`src/rtl/fifo_uart_pkg.sv`:
```
// -----------------------------------------------------------------------------
// fifo_uart_pkg
//   Shared types and helpers for the FIFO-fed UART transmitter.
//   - state_t     : transmitter FSM states.
//   - FRAME_BITS  : serial bit times in a frame of the default configuration
//                   (start + 8 data + no parity + 1 stop).
//   - parity_calc : parity of up to MAX_DATA_W data bits, even or odd.
// -----------------------------------------------------------------------------
package fifo_uart_pkg;

   typedef enum logic [2:0] {
      IDLE,
      POP,
      LOAD,
      START,
      DATA,
      PARITY,
      STOP
   } state_t;

   localparam int MAX_DATA_W = 32;
   localparam int FRAME_BITS = 1 + 8 + 0 + 1;

   // Narrower words are zero-extended by the caller; zeros do not change the XOR.
   function automatic logic parity_calc(input logic [MAX_DATA_W-1:0] data,
                                        input logic                  odd);
      return (^data) ^ odd;
   endfunction

endpackage

```
`src/rtl/uart_baud_gen.sv`:
```
// -----------------------------------------------------------------------------
// uart_baud_gen
//   Bit-time counter: counts 0..CLKS_PER_BIT-1 and wraps, marking the final
//   cycle of every serial bit.
// Ports:
//   clk          system clock, rising edge
//   rst          asynchronous reset, active low
//   clear        holds the counter at zero (used while no bit is on the line)
//   bit_end      high in the last cycle of the current bit time
//   bit_end_next high one cycle before bit_end
// -----------------------------------------------------------------------------
module uart_baud_gen #(
   parameter int CLKS_PER_BIT = 16
) (
   input  logic clk,
   input  logic rst,
   input  logic clear,
   output logic bit_end,
   output logic bit_end_next
);

   localparam int CNT_W = $clog2(CLKS_PER_BIT);
   localparam logic [CNT_W-1:0] CNT_LAST = CNT_W'(CLKS_PER_BIT - 1);
   localparam logic [CNT_W-1:0] CNT_PRE  = CNT_W'(CLKS_PER_BIT - 2);

   logic [CNT_W-1:0] cnt;

   // NOTE: sequential state uses non-blocking assignments so every flop
   // samples pre-edge values, independent of process evaluation order.
   always_ff @(posedge clk or negedge rst) begin
      if (!rst) begin
         cnt <= '0;
      end else if (clear || bit_end) begin
         cnt <= '0;
      end else begin
         cnt <= cnt + 1'b1;
      end
   end

   assign bit_end      = (cnt == CNT_LAST);
   assign bit_end_next = (cnt == CNT_PRE);

endmodule

```
`src/rtl/fifo_uart_tx.sv`:
```
// -----------------------------------------------------------------------------
// fifo_uart_tx
//   Drains a FIFO one word at a time and serialises each word as a UART frame:
//   start bit, DATA_W data bits LSB first, optional parity, STOP_BITS stop bits.
// Ports:
//   clk         system clock, rising edge
//   rst         asynchronous reset, active low
//   en          allows a new frame to start; a running frame always completes
//   fifo_empty  FIFO empty flag, looked at only in IDLE
//   fifo_data   FIFO read data, valid the cycle after fifo_rd_en
//   fifo_rd_en  one-cycle read strobe per frame
//   tx          serial line, idles high
//   busy        high whenever the FSM is not in IDLE
//   frame_done  one-cycle pulse in the last cycle of the final stop bit
// -----------------------------------------------------------------------------
module fifo_uart_tx
   import fifo_uart_pkg::*;
#(
   parameter int DATA_W       = 8,
   parameter int CLKS_PER_BIT = 16,
   parameter int PARITY_EN    = 0,
   parameter int PARITY_ODD   = 0,
   parameter int STOP_BITS    = 1
) (
   input  logic              clk,
   input  logic              rst,
   input  logic              en,
   input  logic              fifo_empty,
   input  logic [DATA_W-1:0] fifo_data,
   output logic              fifo_rd_en,
   output logic              tx,
   output logic              busy,
   output logic              frame_done
);

   localparam int BIT_W = $clog2(DATA_W);
   localparam logic [BIT_W-1:0] LAST_DATA = BIT_W'(DATA_W - 1);
   localparam logic [BIT_W-1:0] LAST_STOP = BIT_W'(STOP_BITS - 1);

   state_t            state, state_d;
   logic [DATA_W-1:0] shift_reg, shift_d;
   logic              par_bit, par_d;
   logic [BIT_W-1:0]  bit_cnt, bit_cnt_d;
   logic              baud_clr, bit_end, bit_end_next;
   logic              tx_d, rd_en_d, busy_d, done_d;

   uart_baud_gen #(
      .CLKS_PER_BIT (CLKS_PER_BIT)
   ) u_baud (
      .clk          (clk),
      .rst          (rst),
      .clear        (baud_clr),
      .bit_end      (bit_end),
      .bit_end_next (bit_end_next)
   );

   // Next state, then the registered outputs are derived from the next state
   // so that every output appears in the same cycle as the state it belongs to.
   always_comb begin
      // NOTE: every variable gets a default before the case so no path
      // leaves one unassigned, which would infer a latch.
      state_d   = state;
      shift_d   = shift_reg;
      par_d     = par_bit;
      bit_cnt_d = bit_cnt;
      baud_clr  = 1'b0;

      case (state)
         IDLE: begin
            baud_clr = 1'b1;
            if (en && !fifo_empty) state_d = POP;
         end
         POP: begin
            baud_clr = 1'b1;
            state_d  = LOAD;
         end
         LOAD: begin
            baud_clr  = 1'b1;
            shift_d   = fifo_data;
            par_d     = parity_calc(MAX_DATA_W'(fifo_data), PARITY_ODD != 0);
            bit_cnt_d = '0;
            state_d   = START;
         end
         START: begin
            if (bit_end) state_d = DATA;
         end
         DATA: begin
            if (bit_end) begin
               shift_d = shift_reg >> 1;
               if (bit_cnt == LAST_DATA) begin
                  bit_cnt_d = '0;
                  state_d   = (PARITY_EN != 0) ? PARITY : STOP;
               end else begin
                  bit_cnt_d = bit_cnt + 1'b1;
               end
            end
         end
         PARITY: begin
            if (bit_end) state_d = STOP;
         end
         STOP: begin
            if (bit_end) begin
               if (bit_cnt == LAST_STOP) begin
                  bit_cnt_d = '0;
                  state_d   = IDLE;
               end else begin
                  bit_cnt_d = bit_cnt + 1'b1;
               end
            end
         end
         default: state_d = IDLE;
      endcase

      case (state_d)
         START:   tx_d = 1'b0;
         DATA:    tx_d = shift_d[0];
         PARITY:  tx_d = par_d;
         default: tx_d = 1'b1;
      endcase

      rd_en_d = (state_d == POP);
      busy_d  = (state_d != IDLE);
      // The coming cycle is the last one of the final stop bit.
      done_d  = (state_d == STOP) && (bit_cnt_d == LAST_STOP) && bit_end_next;
   end

   // NOTE: the datapath registers are reset too, so a word popped before an
   // abort cannot leak into a later frame.
   always_ff @(posedge clk or negedge rst) begin
      if (!rst) begin
         state      <= IDLE;
         shift_reg  <= '0;
         par_bit    <= 1'b0;
         bit_cnt    <= '0;
         tx         <= 1'b1;
         fifo_rd_en <= 1'b0;
         busy       <= 1'b0;
         frame_done <= 1'b0;
      end else begin
         state      <= state_d;
         shift_reg  <= shift_d;
         par_bit    <= par_d;
         bit_cnt    <= bit_cnt_d;
         tx         <= tx_d;
         fifo_rd_en <= rd_en_d;
         busy       <= busy_d;
         frame_done <= done_d;
      end
   end

endmodule
```
`config.mk`:
```
export PLATFORM = sky130hd
export DESIGN_NAME = fifo_uart_tx
export DESIGN_NICKNAME = d
export VERILOG_FILES = /design/src/rtl/fifo_uart_pkg.sv /design/src/rtl/uart_baud_gen.sv /design/src/rtl/fifo_uart_tx.sv
export SDC_FILE = /design/constraint.sdc
export NUM_CORES = 1
export LEC_CHECK = 0
export CAP_MARGIN = 10
export CELL_PAD_IN_SITES_DETAIL_PLACEMENT = 2
export CELL_PAD_IN_SITES_GLOBAL_PLACEMENT = 2
export CORE_ASPECT_RATIO = 0.75
export CORE_MARGIN = 4
export CORE_UTILIZATION = 36
export DETAILED_ROUTE_END_ITERATION = 8
export PLACE_DENSITY = 0.79
export SLEW_MARGIN = 20
export SYNTH_ARGS = -nofsm -noshare
export SYNTH_HDL_FRONTEND = slang
export SYNTH_SLANG_ARGS = --single-unit
```
`constraint.sdc`:
```
create_clock -name clk -period 3.2 [get_ports clk]
set_clock_uncertainty 0.15 [all_clocks]
set_input_delay 0.48 -clock clk [delete_from_list [all_inputs] [get_ports clk]]
set_output_delay 0.48 -clock clk [all_outputs]
set_load 0.01 [all_outputs]
```
==> summary.md <==
| Metric | Value |
|---|---|
| Hold/Removal Path Class | reg2reg |
| Seq cells post-synth | 23 |
| Crit-path max cell delay | 0.42 ns |
| Detailed Place HPWL | between 2 and 3 mm |
| Drt total wl | 3.38 mm |
| Post-Layout Inst Area | ~1500 sq um |
| Library cells used by synthesis | 39 |
| Hold-fix buffer count after cts | 0 |
| Deepest clock path buffer count | 2 |
| Final setup vio count | 0 |
| Total Negative Setup Slacks | 0 ns |
| Layout cell share with drive strength beyond 1 | 6.71% |
| Core Rows | 18 |
| Maximum fanout along the worst path | 6 |
| Slew margin rel. | 67.4% |
| Peak VDD IR | 269 uV |
| Async S/R FF share, synth | 100% |
| First-pass GRT wire length | 5.78 mm |
| Fmax | 501 MHz |
| Worst path cell trace | ha_1, and4b_1, o21ai_1, a32oi_1, a2111oi_2 |
| First-pass DRT Iterations | 4 |
| Worst Path Arrival | 2.01 ns |
| # diodes | 0 |
| Pwr dens | 360 nW/um^2 |
| Fin crit share | 62.4% |
| Avg Cell Area, Syn | 9.55 sq um |
| Number of global-route vias before repair | 1154 |
| Die Wd | 76.6 um |
| Reg clk slew, reported paths | 0.08 ns |
| Detail Route Antenna Nets | 0 |
| Post-synth top area share | 43.3% |
| I/O Buffers | 15 |
| 1st-iter DRT viols | 48 |
| Fin crit period | 2.00 ns |
| P&R area growth vs syn | 18.7% |
| Post-synth top area cell | dfrtp_1 |
| RSZ-0062 raised after global routing | no |
| Worst-margin pin slew | between 0.4 and 0.5 ns |
| PostCTS Resize Cnt | 0 |
| DRC | 0 |
| Final Hold Viols | 0 |
| Register area share after synthesis | 45.4% |
| Syn Std Cell Area | 1270 sq um |
| Placed instance area | 1460 sq um |
| Status | completed |
| CP startpoint kind | flop |
| Clk_lat worst skew | roughly 0.27 ns |
| Worst EP required | approximately 3.2 ns |
| Slew Limit Fails | 0 |
| CP max stage cell | dfrtp_1 |
| Total gr overflow | 0 |
| Pin count of the biggest net entering global routing | 24 |
| Synth area leaders | dfrtp_1 (43%), xnor2_1 (5.5%), ha_1 (4.9%), nand2_1 (4.7%), a22oi_1 (3.5%) |
| Number of flip-flops in the largest register | 8 |
| Max Cap Viol | 0 |
| Top_reg_cell synth | dfrtp_1 |
| Synth warnings | 0 |
| Core area | 3330 sq um |
| Nets | 167 |
| Fillers | 376 |
| Setup crit end kind | flop |
| H-tree level count | 1 |
| Number of synthesized flops with an enable pin | 0 |
| # IOs | 16 |
| Synthesized instance count | 133 |
| Most common cell in the netlist | dfrtp_1 |
| Mapped Nets | 150 |
| Vert. Die Dim | between 50 and 60 um |
| # clock sinks | 23 |
| WL per Instance | 17.9 um |
| Routability cong. | 0.797 |
| Clock tree from TritonCTS | done |
| Setup CP Type | reg2reg |
| Die ar. | ~4600 sq um |
| Post-CTS Setup Bufs | 0 |
| LEAKAGE | 0.000630 uW |
| Vias/cell | ~5.6 |
| Commonest cells in the synthesized netlist | dfrtp_1 (22), nand2_1 (16), nor2_1 (11) |
| Initial core utilization | a little under two fifths |
| Initial antenna violation count | 0 |
| Tot GR Track Use | 16.6% |
| CTS root buf | clkbuf_8 |
| Total CTS buffers | 3 |
| DR vias | 1053 |
[critical path: cells and delay by family, from the launching register on]
family	cells	cell delay [ns]
simple gates	1	0.26
fa+ha+maj	1	0.28
flops	1	0.42
compound gates	3	0.78
[placed cells by master, fill, tap and decap left out, types with 2 or more instances in the layout]
| cell | n |
|---|---|
| a21oi_1 | 6 |
| a22oi_1 | 6 |
| and2_1 | 2 |
| buf_4 | 2 |
| clkbuf_8 | 3 |
| clkdlybuf4s50_1 | 15 |
| dfrtp_1 | 22 |
| ha_1 | 5 |
| inv_1 | 6 |
| nand2_1 | 16 |
| nand2b_1 | 3 |
| nand3_1 | 4 |
| nand3b_1 | 2 |
| nand4b_1 | 3 |
| nor2_1 | 11 |
| nor2b_1 | 2 |
| o211a_1 | 2 |
| o21a_1 | 2 |
| o21ai_0 | 7 |
| o21ai_1 | 2 |
| xnor2_1 | 8 |
[worst paths after layout]
path | depth (start not counted) | start | to | slack, ns
max | 5 | u_baud.cnt[0] | frame_done | 1.20
min | 2 | shift_reg[3] | shift_reg[3] | 0.35
max reg2reg | 5 | u_baud.cnt[0] | frame_done | 1.20
min reg2reg | 2 | shift_reg[3] | shift_reg[3] | 0.35
max in group asynchronous | 2 | rst | tx | 2.20
min in group asynchronous | 2 | rst | state[2] | 0.41
[metal layers]
layer / track usage [%] / share of wire (%) / routed length [um] / vias up
met5: 0 / 0 / 0 / -
met4: 4.65 / 1.1 / 37 / 0
met3: 3.95 / 2.8 / 95 / 5
met2: 27.9 / 45 / 1540 / 15
met1: 21.7 / 51 / 1710 / 536
li1: - / - / - / 497
[metrics by stage]
step | util [%] | total power [uW] | std cells | hold WS, ns | setup WS, ns
floorplan | - | 335 | 133 | 0.0344 | 1.43
global placement | 43.9 | 362 | 185 | 0.309 | 1.27
detailed placement | 43.9 | 364 | 185 | 0.326 | 1.24
CTS | 45.2 | 553 | 189 | 0.346 | 1.19
global route | 45.2 | 574 | 189 | 0.374 | 1.08
finish | 45.2 | 543 | 189 | 0.346 | 1.20
[report_power, final]
group | internal [uW] | switching (uW) | total [uW]
Clock | 89.2 | 96.2 | 185
Sequential | 301 | 5.14 | 306
Combinational | 29.2 | 22.6 | 51.8
Total | 419 | 124 | 543
[logic make-up (layout without fill, tap and decap cells)]
| logic type | count (synthesis) | after routing | share of synthesized area (%) |
|---|---|---|---|
| AO/OA/AOI/OAI | 35 | 35 | 19.3 |
| XOR/XNOR | 9 | 9 | 6.21 |
| adder cells (fa/ha/maj) | 5 | 5 | 4.93 |
| buffers and inverters | 11 | 27 | 3.55 |
| flip-flops | 23 | 23 | 45.4 |
| AND/OR/NAND/NOR | 50 | 50 | 20.6 |
[layout make-up]
cell class / instances / area, sq um / area share [%]
Multi-Input combinational cell: 99 / 648 / 43.0
Inverter: 6 / 22.5 / 1.49
Tap cell: 40 / 50.0 / 3.32
Sequential cell: 23 / 577 / 38.3
Clock buffer: 4 / 45.0 / 2.99
Timing Repair Buffer: 17 / 165 / 11.0
(Power assumes the default switching activity.)
